--- src/rtl/pong_pkg.sv ---
// rtl/pong_pkg.sv - shared constants, state enum and ASCII encoding for the score UART path
package pong_pkg;

  localparam int DEFAULT_CLKS_PER_BIT = 868;

  localparam logic [7:0] ASCII_ZERO  = 8'h30;
  localparam logic [7:0] ASCII_QMARK = 8'h3F;
  localparam logic [7:0] ASCII_CR    = 8'h0D;
  localparam logic [7:0] ASCII_LF    = 8'h0A;

  typedef enum logic [1:0] {
    IDLE  = 2'd0,
    START = 2'd1,
    DATA  = 2'd2,
    STOP  = 2'd3
  } tx_state_t;

  // Non-BCD nibbles show up as '?' so a corrupted score is visible on the terminal.
  function automatic logic [7:0] digit_to_ascii(input logic [3:0] d);
    logic [7:0] r;
    if (d <= 4'd9) r = ASCII_ZERO + {4'h0, d};
    else           r = ASCII_QMARK;
    return r;
  endfunction

  function automatic logic [7:0] frame_byte(input logic [1:0] idx, input logic [7:0] digits);
    logic [7:0] r;
    case (idx)
      2'd0:    r = digit_to_ascii(digits[7:4]);
      2'd1:    r = digit_to_ascii(digits[3:0]);
      2'd2:    r = ASCII_CR;
      default: r = ASCII_LF;
    endcase
    return r;
  endfunction

endpackage

--- src/rtl/score_uart_tx_if.sv ---
// rtl/score_uart_tx_if.sv - score digits in, UART line and frame status out
interface score_uart_tx_if;
  logic [3:0] tens_digit;
  logic [3:0] ones_digit;
  logic       txd;
  logic       busy;
  logic       frame_done;

  modport master (output tens_digit, ones_digit, input txd, busy, frame_done);
  modport slave  (input tens_digit, ones_digit, output txd, busy, frame_done);
endinterface

--- src/rtl/uart_tx_byte.sv ---
// rtl/uart_tx_byte.sv - 8N1 byte serialiser with baud counter
module uart_tx_byte
  import pong_pkg::*;
#(
  parameter int CLKS_PER_BIT = DEFAULT_CLKS_PER_BIT
) (
  input  logic       Clock,
  input  logic       reset,
  input  logic       start,
  input  logic [7:0] data,
  output logic       txd,
  output logic       done
);

  localparam int CW = (CLKS_PER_BIT > 1) ? $clog2(CLKS_PER_BIT) : 1;
  localparam logic [CW-1:0] BAUD_LAST = CW'(CLKS_PER_BIT - 1);

  tx_state_t     state, state_next;
  logic [CW-1:0] baud_cnt;
  logic [2:0]    bit_idx;
  logic [7:0]    shreg;
  logic          bit_end;
  logic          load;

  assign bit_end = (baud_cnt == BAUD_LAST);

  always_ff @(posedge Clock or posedge reset) begin
    if (reset) state <= IDLE;
    else       state <= state_next;
  end

  // A start presented on the last stop clock chains the next byte with no idle gap.
  always_comb begin
    state_next = state;
    txd        = 1'b1;
    done       = 1'b0;
    load       = 1'b0;
    case (state)
      IDLE: begin
        if (start) begin
          load       = 1'b1;
          state_next = START;
        end
      end
      START: begin
        txd = 1'b0;
        if (bit_end) state_next = DATA;
      end
      DATA: begin
        txd = shreg[bit_idx];
        if (bit_end && bit_idx == 3'd7) state_next = STOP;
      end
      STOP: begin
        if (bit_end) begin
          done = 1'b1;
          if (start) begin
            load       = 1'b1;
            state_next = START;
          end else begin
            state_next = IDLE;
          end
        end
      end
      default: state_next = IDLE;
    endcase
  end

  always_ff @(posedge Clock or posedge reset) begin
    if (reset) begin
      baud_cnt <= '0;
      bit_idx  <= 3'd0;
      shreg    <= 8'h00;
    end else begin
      if (load) shreg <= data;
      if (state == IDLE) begin
        baud_cnt <= '0;
        bit_idx  <= 3'd0;
      end else if (bit_end) begin
        baud_cnt <= '0;
        if (state == DATA) bit_idx <= bit_idx + 3'd1;
      end else begin
        baud_cnt <= baud_cnt + 1'b1;
      end
    end
  end

endmodule

--- src/rtl/score_uart_tx.sv ---
// rtl/score_uart_tx.sv - reports every score change as an ASCII "TO\r\n" UART frame
module score_uart_tx
  import pong_pkg::*;
#(
  parameter int CLKS_PER_BIT = DEFAULT_CLKS_PER_BIT,
  parameter int FRAME_BYTES  = 4
) (
  input  logic            Clock,
  input  logic            pointresetShot,
  score_uart_tx_if.slave  score
);

  localparam logic [1:0] LAST_IDX = 2'(FRAME_BYTES - 1);

  logic [7:0] cur;
  logic [7:0] prev;
  logic [7:0] snap;
  logic       pending;
  logic       busy_q;
  logic       frame_done_q;
  logic [1:0] byte_idx;
  logic       snap_take;
  logic       last_byte;
  logic       byte_start;
  logic       byte_done;
  logic [7:0] byte_data;
  logic       byte_txd;

  assign cur       = {score.tens_digit, score.ones_digit};
  assign snap_take = !busy_q && pending;
  assign last_byte = (byte_idx == LAST_IDX);

  // First byte comes straight from the live digits because snap is only loaded at this edge.
  always_comb begin
    byte_start = snap_take || (byte_done && !last_byte);
    byte_data  = busy_q ? frame_byte(byte_idx + 2'd1, snap) : frame_byte(2'd0, cur);
  end

  always_ff @(posedge Clock or posedge pointresetShot) begin
    if (pointresetShot) begin
      prev         <= 8'h00;
      snap         <= 8'h00;
      pending      <= 1'b1;
      busy_q       <= 1'b0;
      frame_done_q <= 1'b0;
      byte_idx     <= 2'd0;
    end else begin
      prev         <= cur;
      frame_done_q <= 1'b0;
      if (snap_take) begin
        snap     <= cur;
        byte_idx <= 2'd0;
        busy_q   <= 1'b1;
        pending  <= 1'b0;
      end else begin
        if (cur != prev || cur != snap) pending <= 1'b1;
        if (byte_done) begin
          if (last_byte) begin
            busy_q       <= 1'b0;
            frame_done_q <= 1'b1;
          end else begin
            byte_idx <= byte_idx + 2'd1;
          end
        end
      end
    end
  end

  uart_tx_byte #(
    .CLKS_PER_BIT (CLKS_PER_BIT)
  ) u_byte (
    .Clock (Clock),
    .reset (pointresetShot),
    .start (byte_start),
    .data  (byte_data),
    .txd   (byte_txd),
    .done  (byte_done)
  );

  assign score.txd        = byte_txd;
  assign score.busy       = busy_q;
  assign score.frame_done = frame_done_q;

endmodule
--- src/flat_wrapper.sv ---
// flat-port wrapper written by rule: the top's interface ports become plain ports
module score_uart_tx_flat import pong_pkg::*;
#(
  parameter int CLKS_PER_BIT = DEFAULT_CLKS_PER_BIT,
  parameter int FRAME_BYTES  = 4
)
  (Clock, pointresetShot, score_tens_digit, score_ones_digit, score_txd, score_busy, score_frame_done);
  score_uart_tx_if score_i ();
  input  logic Clock;
  input  logic pointresetShot;
  input wire logic [$bits(score_i.tens_digit)-1:0] score_tens_digit;
  input wire logic [$bits(score_i.ones_digit)-1:0] score_ones_digit;
  output wire logic [$bits(score_i.txd)-1:0] score_txd;
  output wire logic [$bits(score_i.busy)-1:0] score_busy;
  output wire logic [$bits(score_i.frame_done)-1:0] score_frame_done;
  assign score_i.tens_digit = score_tens_digit;
  assign score_i.ones_digit = score_ones_digit;
  assign score_txd = score_i.txd;
  assign score_busy = score_i.busy;
  assign score_frame_done = score_i.frame_done;
  score_uart_tx #(.CLKS_PER_BIT(CLKS_PER_BIT), .FRAME_BYTES(FRAME_BYTES)) u_core (.Clock(Clock), .pointresetShot(pointresetShot), .score(score_i));
endmodule
--- config.mk ---
export PLATFORM = sky130hd
export DESIGN_NAME = score_uart_tx_flat
export DESIGN_NICKNAME = d
export VERILOG_FILES = /design/src/rtl/pong_pkg.sv /design/src/rtl/score_uart_tx_if.sv /design/src/rtl/uart_tx_byte.sv /design/src/rtl/score_uart_tx.sv /design/src/flat_wrapper.sv
export SDC_FILE = /design/constraint.sdc
export NUM_CORES = 1
export LEC_CHECK = 0
export ABC_AREA = 0
export BUFFER_PORTS_ARGS = -buffer_cell sky130_fd_sc_hd__buf_2
export CAP_MARGIN = 10
export CORE_ASPECT_RATIO = 0.8
export CORE_UTILIZATION = 50
export CTS_CLUSTER_SIZE = 12
export DETAILED_ROUTE_END_ITERATION = 7
export PLACE_DENSITY = 0.68
export RECOVER_POWER = 25
export REMOVE_ABC_BUFFERS = 1
export SKIP_LAST_GASP = 1
export SYNTH_ARGS = -nofsm -noshare
export SYNTH_HDL_FRONTEND = slang
export SYNTH_SLANG_ARGS = --single-unit
--- constraint.sdc ---
create_clock -name Clock -period 2.5 [get_ports Clock]
set_input_delay 0.25 -clock Clock [delete_from_list [all_inputs] [get_ports Clock]]
set_output_delay 0.25 -clock Clock [all_outputs]
set_load 0.005 [all_outputs]
* Word level (Yosys, flattened, before mapping)
Cells that the tools add are included.
Word-level totals: output and inout port bits 3, register bits 44, input port bits 10, logic and storage cells 88
Cells by class: equality and inequality tests 15, add/sub/neg operators 6, muxes and demuxes 35, order comparisons 4, reduce and logical (&&, ||, !) cells 18
Operators by type and width (number):
- $mux 8 | 4
- $pmux 8 s3 | 1
- $add 6x4->7 const A | 3
- $mux 10 | 2
- $ne 8x8->1 | 2
- $mux 1 | 14
- $mux 2 | 7
- $le 4x4->1 const B | 3
- $add 10x1->10 const B | 1
- $eq 10x10->1 const B | 1
- $reduce_bool 2->1 | 5
- $mux 3 | 3
- $eq 2x2->1 const B | 4
- $pmux 2 s4 | 1
- $ne 2x2->1 const B | 3
- $reduce_and 2->1 | 3
- $eq 2x1->1 const B | 2
- $logic_not 2->1 | 2
- $lt 3x4->1 const B | 1
- $ne 2x1->1 const B | 2
- $pmux 1 s2 | 2
- $reduce_and 4->1 | 1
- $add 3x1->3 const B | 1
- $bmux 1 s3 | 1
- 5 further kinds | 9

* Logic depth before layout (Yosys ltp)
depth in word-level cells 8, mapped depth 7

* Cells and area by module
A second synthesis with hierarchy kept.
Second synthesis, totals: cell total of the unflattened synthesis 200, area total of the unflattened synthesis 2337.2 sq um
By module, submodules not included:
- uart_tx_byte | times used 1, area an instance 1297.5 sq um, cells each 106
- score_uart_tx | times used 1, area an instance 1039.7 sq um, cells each 94

* Least setup slack after synthesis
OpenSTA, ideal clock, no wires.
kind register to register, start point register u_core.u_byte.baud_cnt[0], end point register u_core.u_byte.shreg[1], arrival time 1680 ps, path buffers 0, cell stages (with the launch flop) 6, period minus slack after synthesis 1805 ps, data required time 2375 ps, library setup time 125 ps, path slack 695 ps, cell sequence dfrtp_1 > ha_1 > nor3b_4 > nand4_4 > a22oi_4 > mux2_2
Between the ends: longest elaborated chain between the ends 8
RTL lines:
- from (decl) | RTL line uart_tx_byte.sv:19 | logic [CW-1:0] baud_cnt;
- from (signal assigned) | RTL line uart_tx_byte.sv:82 | baud_cnt <= baud_cnt + 1'b1;
- $eq 10x10->1 * | RTL line uart_tx_byte.sv:25 | assign bit_end = (baud_cnt == BAUD_LAST);
- $mux 1 | RTL line uart_tx_byte.sv:54 | if (bit_end) begin
- $mux 1 | RTL line uart_tx_byte.sv:38 | case (state)
- $logic_and 1x1->1 | RTL line score_uart_tx.sv:35 | byte_start = snap_take || (byte_done && !last_byte);
- $logic_or 1x1->1 | RTL line score_uart_tx.sv:35
- $mux 1 | RTL line uart_tx_byte.sv:40, uart_tx_byte.sv:56
- $mux 1 | RTL line uart_tx_byte.sv:54
- $pmux 1 s2 * | RTL line uart_tx_byte.sv:38
- to (signal assigned) | RTL line uart_tx_byte.sv:74 | if (load) shreg <= data;
- to (decl) | RTL line uart_tx_byte.sv:21 | logic [7:0] shreg;
Mark *: on every way between the ends. The rest lies on a longest branch, timed or not. A chain may end at the register's enable or synchronous reset.

* Worst setup path in the final report
start point register u_core.u_byte.bit_idx[0], end point output port score_txd
Between the ends: longest elaborated chain between the ends 3
RTL lines:
- from (decl) | RTL line uart_tx_byte.sv:20 | logic [2:0] bit_idx;
- from (signal assigned) | RTL line uart_tx_byte.sv:80 | if (state == DATA) bit_idx <= bit_idx + 3'd1;
- $bmux 1 s3 | RTL line uart_tx_byte.sv:50 | txd = shreg[bit_idx];
- $mux 1 (implied by the code) | RTL line uart_tx_byte.sv:50
- $pmux 1 s2 | RTL line uart_tx_byte.sv:38
- to (decl) | RTL line flat_wrapper.sv:13 | output wire logic [$bits(score_i.txd)-1:0] score_txd;
Every way passes these cells. The select of a mux whose other input is x is not followed.

==> results.yml <==
sta:
  maxSlewViolCount: 0
  relSlewSlack: 0.415
  fin_skew_ps: 5.87
  grt_setup_unrepaired: "false"
  setup_viol: 0
  fmax_mhz: 499
  min_period_over_period: 0.801
  worst_pin_slew_ps: 876
  min_period_ps: 2000
  finalHoldViolCount: 0
  fin_tns_setup_ps: 0
floorplanning:
  dieArea_um2: 4680
  start_util: 0.524
  chipWidth_um: 76.2
  core_um2: 4200
  rows: 21
  dieHeight_um: 61.4
  io_pins: 13
finish:
  fill_cells: 384
  fin_nets: 260
  mostFrequentLayoutCells: "dfrtp_1, nand2_1, nor2_1, nand3_1"
  final_common_cell: "dfrtp_1"
  final_cells: 297
  design_area_um2: 2390
  area_delta_synth_final_pct: 8.47
  drive_gt1_frac: 0.100
  diodes: 0
logic_synthesis:
  synth_edf_count: 0
  synth_top_cell_by_area: "dfrtp_1"
  synth_cell_types: 42
  ys_dominant_reg_cell: "dfrtp_1"
  syn-cell-area_um2: 2200
  yosys_warnings: 0
  synth-seq-cells: 41
  synth_top_cell_area_share: 0.455
  async_flop_share: 1.00
  synth.area.top_cells: "dfrtp_1, ha_1, nand2_1"
  synth.avg_cell_area_um2: 9.87
  syn_inst: 223
  synth_seq_area_share: 0.466
clock_network:
  htreeDepth: 2
  cts_sinks: 41
  postCtsHoldBufs: 0
  post_cts.repair.setup_buffers: 0
  clockBufferDepth: 2
  numCtsBuffers: 5
  cts_root_buf: "clkbuf_8"
  cts_resized: 0
  clk_latency_ps: 290
  path_clk_slew_ps: 80
  cts_tree: "done"
placed_design:
  numPortBuffers: 12
  dp.cells: 289
  place_congestion: 0.797
  post_dp_cell_area_um2: 2320
  hpwlAfterDp_um: 3180
setup_path:
  cp_data_required_time_ps: 2250
  startpoint_type: "flip-flop"
  crit_path_end_kind: "primary output"
  critPathKind: "flip-flop to primary output"
  cp_max_fo: 3
  arrival_ps: 1750
drt:
  viasPerCell: 5.45
  final_antenna_net_count: 0
  routedWlPerCell_um: 14.4
  first_iter_violations: 138
  vias: 1618
  drtPass1Iterations: 4
  drc_errors: 0
  wl_um: 4280
pwr:
  p_leak_uw: 0.00110
  irDropWorstVdd_mv: 0.579
  p_per_area_nw_per_um2: 737
worst_hold_path:
  min_path_type: "input port to flip-flop"
global_route:
  grt_max_degree: 24
  track_usage: 0.212
  grt_pass1_wl_um: 7430
  grt_pass1_vias: 1493
  overflow: 0
  antenna_found_initial: 0
outcome:
  status: "finished clean"
run:
  cap_violations: 0
-- critical path, stage by stage (launching register included) --
cell and delay (ps):
dfrtp_1 420, mux4_2 520, o21ai_0 240, mux2i_1 130, buf_2 140
-- cell families (layout without fill, tap and decap cells) --
| family | Yosys count | after routing | synth area share |
|---|---|---|---|
| buffers and inverters | 17 | 34 | 0.0369 |
| flip-flops | 41 | 41 | 0.466 |
| multiplexers | 8 | 8 | 0.0443 |
| AND/OR/NAND/NOR | 96 | 96 | 0.224 |
| XOR/XNOR | 10 | 10 | 0.0398 |
| AO/OA/AOI/OAI | 40 | 40 | 0.126 |
| adder cells (fa/ha/maj) | 11 | 11 | 0.0625 |
-- synthesized netlist by cell type, types with 2 or more instances --
cell,number
buf_6,2
or3_1,5
nand2_1,23
a22oi_1,4
xnor2_1,4
a211oi_1,2
clkbuf_1,2
ha_1,11
nand3_1,14
inv_1,11
mux2i_1,3
dfrtp_1,40
nor2b_1,6
nand4_1,5
nand2b_1,3
nor2_1,23
a221oi_1,2
nor3_1,6
a2bb2oi_1,2
a21o_1,3
a21oi_1,8
xor2_1,6
buf_2,2
mux2_2,4
o21ai_0,10
a31oi_1,2
and3_1,5
-- flip-flops by register name, indices dropped and copies added, names as in the netlist --
name and cells:
u_core.byte_idx 2, u_core.pending 1, u_core.prev 8, u_core.score.busy 1
u_core.score.frame_done 1, u_core.snap 8, u_core.u_byte.baud_cnt 10, u_core.u_byte.bit_idx 3
u_core.u_byte.shreg 5, u_core.u_byte.state 2
-- final timing paths --
kind / slack, ps / cells after the start / startpoint / end
setup / recovery: 500 / 4 / u_core.u_byte.bit_idx[0] / score_txd
hold / removal: 110 / 1 / score_ones_digit[2] / u_core.prev[2]
setup reg to reg: 520 / 5 / u_core.u_byte.baud_cnt[0] / u_core.u_byte.shreg[2]
hold reg to reg: 510 / 1 / u_core.u_byte.baud_cnt[0] / u_core.u_byte.baud_cnt[0]
max in group asynchronous: 1700 / 3 / pointresetShot / u_core.snap[0]
min in group asynchronous: 130 / 2 / pointresetShot / u_core.u_byte.bit_idx[1]
-- metal layers --
metal / track usage / vias up / part of all wire
met4: 0.0907 / 0 / 0.013
met1: 0.333 / 765 / 0.56
met5: 0 / - / 0
met3: 0.0400 / 4 / 0.044
met2: 0.279 / 34 / 0.38
li1: - / 815 / -
-- power by group --
group,internal [uW],switching (uW)
Clock,194,225
Combinational,217,292
Sequential,741,91.4
Total,1150,609
-- per-stage QoR --
step | util | setup slack [ps] | hold WS [ps] | power [uW]
global placement | 0.551 | 589 | 395 | 1350
floorplan | - | 695 | 281 | 1220
finish | 0.568 | 497 | 108 | 1760
global route | 0.568 | 399 | 112 | 1880
detailed placement | 0.551 | 516 | 400 | 1350
CTS | 0.571 | 494 | 93.2 | 1770
-- cell type report --
class                      count  area, um2  share of cell area
multi-input combinational    165       1090               0.458
inverter                      11       41.3              0.0173
timing repair buffer          15       72.6              0.0304
tap                           57       71.3              0.0299
sequential                    41       1030               0.430
clock buffer                   6       72.6              0.0304
clock inverter                 2       10.0             0.00419
(Power assumes the default switching activity.)
